**src/rtl/instr_encoder_pkg.sv**
```systemverilog
`default_nettype none
// ============================================================================
// Module   : instr_encoder_pkg
// Brief    : Opcode, funct and request-kind constants shared with the decoder.
// Revision : 1.0
// ============================================================================
package instr_encoder_pkg;

    localparam logic [5:0] OP_RTYPE = 6'b000000;
    localparam logic [5:0] OP_ADDI  = 6'b001000;
    localparam logic [5:0] OP_LW    = 6'b100011;
    localparam logic [5:0] OP_SW    = 6'b101011;
    localparam logic [5:0] OP_ANDI  = 6'b001100;
    localparam logic [5:0] OP_ORI   = 6'b001101;
    localparam logic [5:0] OP_BEQ   = 6'b000100;
    localparam logic [5:0] OP_BNE   = 6'b000101;

    localparam logic [5:0] FUNCT_ADD = 6'b100000;
    localparam logic [5:0] FUNCT_SUB = 6'b100010;
    localparam logic [5:0] FUNCT_AND = 6'b100100;
    localparam logic [5:0] FUNCT_OR  = 6'b100101;
    localparam logic [5:0] FUNCT_SLT = 6'b101010;

    typedef enum logic [2:0] {
        KIND_R    = 3'd0,
        KIND_ADDI = 3'd1,
        KIND_LW   = 3'd2,
        KIND_SW   = 3'd3,
        KIND_ANDI = 3'd4,
        KIND_ORI  = 3'd5,
        KIND_BEQ  = 3'd6,
        KIND_BNE  = 3'd7
    } reqKind_t;

    typedef enum logic [1:0] {
        ST_IDLE  = 2'd0,
        ST_WRITE = 2'd1,
        ST_FULL  = 2'd2
    } encState_t;

    function automatic logic [5:0] kindToOpcode(input logic [2:0] kind);
        logic [5:0] op;
        case (kind)
            KIND_ADDI: op = OP_ADDI;
            KIND_LW:   op = OP_LW;
            KIND_SW:   op = OP_SW;
            KIND_ANDI: op = OP_ANDI;
            KIND_ORI:  op = OP_ORI;
            KIND_BEQ:  op = OP_BEQ;
            KIND_BNE:  op = OP_BNE;
            default:   op = OP_RTYPE;
        endcase
        return op;
    endfunction

endpackage
`default_nettype wire

```
**src/rtl/instr_encoder_pack.sv**
```systemverilog
`default_nettype none
// ============================================================================
// Module   : instr_pack
// Brief    : Combinational packer from symbolic request fields to a MIPS word.
// Revision : 1.0
// ============================================================================
module instr_pack
    import instr_encoder_pkg::*;
(
    input  logic [2:0]  i_kind,
    input  logic [4:0]  i_rs,
    input  logic [4:0]  i_rt,
    input  logic [4:0]  i_rd,
    input  logic [4:0]  i_shamt,
    input  logic [5:0]  i_funct,
    input  logic [15:0] i_imm,
    output logic [31:0] o_word
);

    // Fields not belonging to the selected format are simply dropped.
    assign o_word = (i_kind == KIND_R)
                  ? {OP_RTYPE, i_rs, i_rt, i_rd, i_shamt, i_funct}
                  : {kindToOpcode(i_kind), i_rs, i_rt, i_imm};

endmodule
`default_nettype wire

```
**src/rtl/instr_encoder.sv**
```systemverilog
`default_nettype none
// ============================================================================
// Module   : instr_encoder
// Brief    : Encodes instruction requests and writes them sequentially to imem.
// Revision : 1.0
// ============================================================================
module instr_encoder
    import instr_encoder_pkg::*;
#(
    parameter int ADDR_W    = 8,
    parameter int BASE_ADDR = 0
)(
    input  logic              clk,
    input  logic              reset,
    input  logic              restart,
    input  logic              req_valid,
    output logic              req_ready,
    input  logic [2:0]        req_kind,
    input  logic [4:0]        req_rs,
    input  logic [4:0]        req_rt,
    input  logic [4:0]        req_rd,
    input  logic [4:0]        req_shamt,
    input  logic [5:0]        req_funct,
    input  logic [15:0]       req_imm,
    output logic              imem_we,
    input  logic              imem_ready,
    output logic [ADDR_W-1:0] imem_addr,
    output logic [31:0]       imem_wdata,
    output logic [ADDR_W:0]   words_written,
    output logic              full
);

    localparam logic [ADDR_W-1:0] c_baseAddr = ADDR_W'(BASE_ADDR);
    localparam logic [ADDR_W-1:0] c_lastAddr = '1;

    encState_t         r_state;
    logic              r_reqReady;
    logic              r_we;
    logic [ADDR_W-1:0] r_addr;
    logic [31:0]       r_wdata;
    logic [ADDR_W:0]   r_count;
    logic              r_full;
    logic [31:0]       w_word;

    instr_pack u_pack (
        .i_kind  (req_kind),
        .i_rs    (req_rs),
        .i_rt    (req_rt),
        .i_rd    (req_rd),
        .i_shamt (req_shamt),
        .i_funct (req_funct),
        .i_imm   (req_imm),
        .o_word  (w_word)
    );

    always_ff @(posedge clk or posedge reset) begin
        if (reset) begin
            r_state    <= ST_IDLE;
            r_reqReady <= 1'b0;
            r_we       <= 1'b0;
            r_addr     <= c_baseAddr;
            r_wdata    <= '0;
            r_count    <= '0;
            r_full     <= 1'b0;
        end else if (restart) begin
            // Restart wins over any same-cycle accept or write completion.
            r_state    <= ST_IDLE;
            r_reqReady <= 1'b1;
            r_we       <= 1'b0;
            r_addr     <= c_baseAddr;
            r_count    <= '0;
            r_full     <= 1'b0;
        end else begin
            case (r_state)
                ST_IDLE: begin
                    if (req_valid && r_reqReady) begin
                        r_wdata    <= w_word;
                        r_we       <= 1'b1;
                        r_reqReady <= 1'b0;
                        r_state    <= ST_WRITE;
                    end else begin
                        r_reqReady <= 1'b1;
                    end
                end
                ST_WRITE: begin
                    if (imem_ready) begin
                        r_we    <= 1'b0;
                        r_count <= r_count + 1'b1;
                        if (r_addr == c_lastAddr) begin
                            r_full  <= 1'b1;
                            r_state <= ST_FULL;
                        end else begin
                            r_addr     <= r_addr + 1'b1;
                            r_reqReady <= 1'b1;
                            r_state    <= ST_IDLE;
                        end
                    end
                end
                ST_FULL: begin
                    r_we       <= 1'b0;
                    r_reqReady <= 1'b0;
                end
                default: begin
                    r_state    <= ST_IDLE;
                    r_we       <= 1'b0;
                    r_reqReady <= 1'b0;
                end
            endcase
        end
    end

    assign req_ready     = r_reqReady;
    assign imem_we       = r_we;
    assign imem_addr     = r_addr;
    assign imem_wdata    = r_wdata;
    assign words_written = r_count;
    assign full          = r_full;

endmodule
`default_nettype wire
```
**config.mk**
```make
export PLATFORM = sky130hd
export DESIGN_NAME = instr_encoder
export DESIGN_NICKNAME = d
export VERILOG_FILES = /design/src/rtl/instr_encoder_pkg.sv /design/src/rtl/instr_encoder_pack.sv /design/src/rtl/instr_encoder.sv
export SDC_FILE = /design/constraint.sdc
export NUM_CORES = 1
export LEC_CHECK = 0
export CAP_MARGIN = 10
export CORE_ASPECT_RATIO = 0.8
export CORE_MARGIN = 10
export CORE_UTILIZATION = 45
export CTS_CLUSTER_SIZE = 16
export DETAILED_ROUTE_END_ITERATION = 6
export GPL_ROUTABILITY_DRIVEN = 1
export PLACE_DENSITY = 0.84
export SYNTH_ARGS = -nofsm -noshare
export SYNTH_HDL_FRONTEND = slang
export SYNTH_SLANG_ARGS = --single-unit
export TNS_END_PERCENT = 30
```
**constraint.sdc**
```tcl
create_clock -name clk -period 4.86 [get_ports clk]
set_clock_uncertainty 0.15 [all_clocks]
set_input_delay 1.458 -clock clk [delete_from_list [all_inputs] [get_ports clk]]
set_output_delay 1.458 -clock clk [all_outputs]
set_load 0.02 [all_outputs]
```
==> out/metrics.csv <==
stage,metric,value,unit
synth,syn_area_per_cell,10.8,um2
floorplan,fp.dieW,101,um
floorplan,initial_core_util,47.0,%
power,combPwrFrac,32.3,%
synth,synth_cell_types,35,
worst_setup_path,crit_required,4.87,ns
worst_setup_path,critPathKind,in -> reg,
placed_design,place_ws,1.34,ns
drt,routed_via_density,5.06,
cells_and_area,final_common_cell,clkdlybuf4s50_1,
drt,drc,0,
synth,yosysTopAreaCell,dfrtp_1,
sta,fin_crit_sh,65.6,%
power,p_seq_share,47.2,%
synth,ys_warn_count,0,
power,clkPwrFrac,20.5,%
worst_setup_path,cp-end-kind,register,
cells_and_area,stdcell_count,381,
drt,routed_wl,6450,um
cts,clock_path_buffers,2,
power,intPower,777,uW
grt,grt_pass1_vias,2033,
sta,max_freq,313,MHz
synth,yosys.area.top_type_share,54.7,%
sta,setup_ws,1.67,ns
worst_setup_path,start_kind,input port,
synth,synthCells,221,
power,p_sw,344,uW
synth,netlist_area,0.00238,mm2
placed_design,io_buffers,100,
synth,synth.ff_latch_count,52,
grt,grt_start_max_net_pins,53,
placed_design,place_hpwl,5030,um
drt,via_count,1926,
floorplan,ios,102,
synth,synthArstFlopShare,100,%
cts,root_buffer,clkbuf_8,
cts,clock_latency,0.30,ns
sta,worst_slew_margin_rel,30.7,%
floorplan,placementRows,23,
sta,finalSetupViolations,0,
synth,synth_edf_count,0,
run_status,status,completed,
cells_and_area,syn_to_final_growth,47.0,%
sta,tightest_slew,1.04,ns
cts,cts_tree,yes,
synth,synth_area_leaders,"dfrtp_1, mux2i_1, nor2_1, a21oi_1, mux2_2",
cts,cts_setup_buffers,0,
cts,htreeDepth,2,
floorplan,dieArea,0.00862,mm2
worst_setup_path,worstPathArrival,3.20,ns
cells_and_area,mostFrequentLayoutCells,"clkdlybuf4s50_1, dfrtp_1, nor2_1",
cts,clkSinkCount,52,
power,p_leak,1.44,nW
grt,overflow,0,
hold_path,min-delay-path-class,reg -> reg,
drt,first_iter_violations,61,
placed_design,placedCellCount,374,
cells_and_area,final_core_util,69.1,%
power,powerDensity,320,mW/mm2
sta,hold_viol,0,
sta,final.setup.tns,0,ns
cells_and_area,nFillCells,393,
synth,ys_seq_area_share,54.7,%
cells_and_area,drive_above_1_share,7.52,%
cells_and_area,n_antenna_cell,0,
grt,grt_util_all_layers,15.1,%
cells_and_area,final_nets,371,
cts,clkTransAtPathRegs,0.09,ns
grt,antenna_found_initial,0,
drt,wl_per_cell,16.9,um
worst_setup_path,path_max_fanout,16,
cts,numCtsBuffers,5,
grt,grt_pass1_wl,10500,um
sta,rsz0062_at_grt,false,
power,p_total,1.12,mW
sta,finalCriticalPeriod,3.19,ns
cts,cts_resized,0,
placed_design,gp_congestion,0.788,
power,peakVddDrop,0.000229,V
run,maxCapViolations,0,
sta,maxSlewViolCount,0,
power,switching_share,30.7,%
floorplan,core-area,0.00506,mm2
synth,synth.net_count,273,
drt,first_pass_iters,4,
cts,cts_hold_buffers,0,
floorplan,die_height,85.0,um
synth,yosys_most_used_dff,dfrtp_1,
drt,antenna_left,0,
==> critical path, cell delays in order <==
cell and delay (ns):
clkdlybuf4s50_1 0.51, nor3_4 0.81, mux2i_1 0.31, a21oi_1 0.09
==> flip-flops by register name, indices dropped and copies added (netlist names) <==
| signal | cells |
|---|---|
| words_written | 9 |
| full | 1 |
| r_state | 2 |
| imem_we | 1 |
| imem_addr | 8 |
| imem_wdata | 30 |
| req_ready | 1 |
==> stage by stage <==
step / cell area, um2 / hold slack [ns]
final: 3500 / 0.361
after global routing: 3500 / 0.385
after CTS: 3500 / 0.366
after detailed placement: 3420 / 0.345
after global placement: 3420 / 0.339
after floorplan: 2380 / 0.367
==> per-layer routing <==
layer / GRT usage, % / part of all wire, % / up-vias
met1: 16.8 / 38 / 908
met5: 0 / 0 / -
met3: 9.16 / 12 / 2
met4: 1.90 / 0.12 / 0
li1: - / - / 957
met2: 24.7 / 50 / 59
==> synth_stat cells, types with 4 or more instances <==
| library cell | instances |
|---|---|
| nand4_1 | 4 |
| buf_4 | 4 |
| nor3_1 | 4 |
| xor2_1 | 8 |
| a21oi_1 | 27 |
| inv_1 | 4 |
| nor2_1 | 37 |
| mux2i_1 | 18 |
| nand2_1 | 10 |
| buf_2 | 4 |
| mux2_2 | 12 |
| dfrtp_1 | 52 |
==> power groups by stage <==
stage	Sequential (mW)	Clock, mW	Combinational (mW)
floorplan	0.610	0	0.0944
global placement	0.534	0	0.359
detailed placement	0.538	0	0.368
CTS	0.531	0.239	0.368
global route	0.538	0.263	0.391
finish	0.529	0.230	0.362
==> kinds of logic after synthesis <==
kind of cell | count (synthesis) | synth area share, %
XOR/XNOR | 11 | 4.05
AO/OA/AOI/OAI | 37 | 8.52
buffers and inverters | 15 | 3.21
multiplexers | 31 | 13.7
adder cells (fa/ha/maj) | 2 | 1.05
flip-flops | 52 | 54.7
other | 1 | 0.158
AND/OR/NAND/NOR | 72 | 14.6
==> cell type report <==
| cell class | count | area [um2] | area share, % |
|---|---|---|---|
| multi-input combinational | 154 | 1010 | 28.9 |
| clock inverter | 1 | 5.00 | 0.143 |
| timing repair buffer | 102 | 1020 | 29.0 |
| clock buffer | 6 | 72.6 | 2.07 |
| tap | 62 | 77.6 | 2.22 |
| inverter | 4 | 15.0 | 0.429 |
| sequential | 52 | 1300 | 37.2 |
==> worst paths after layout <==
check	start	endpoint	slack, ns	cells after the start
max	req_kind[2]	imem_wdata[3]	1.67	4
min	imem_wdata[17]	imem_wdata[17]	0.36	1
max reg2reg	r_state[0]	words_written[8]	2.86	4
min reg2reg	imem_wdata[17]	imem_wdata[17]	0.36	1
max in group asynchronous	reset	imem_wdata[8]	2.33	2
min in group asynchronous	reset	req_ready	1.58	2
Power figures use the tool's default switching activity.
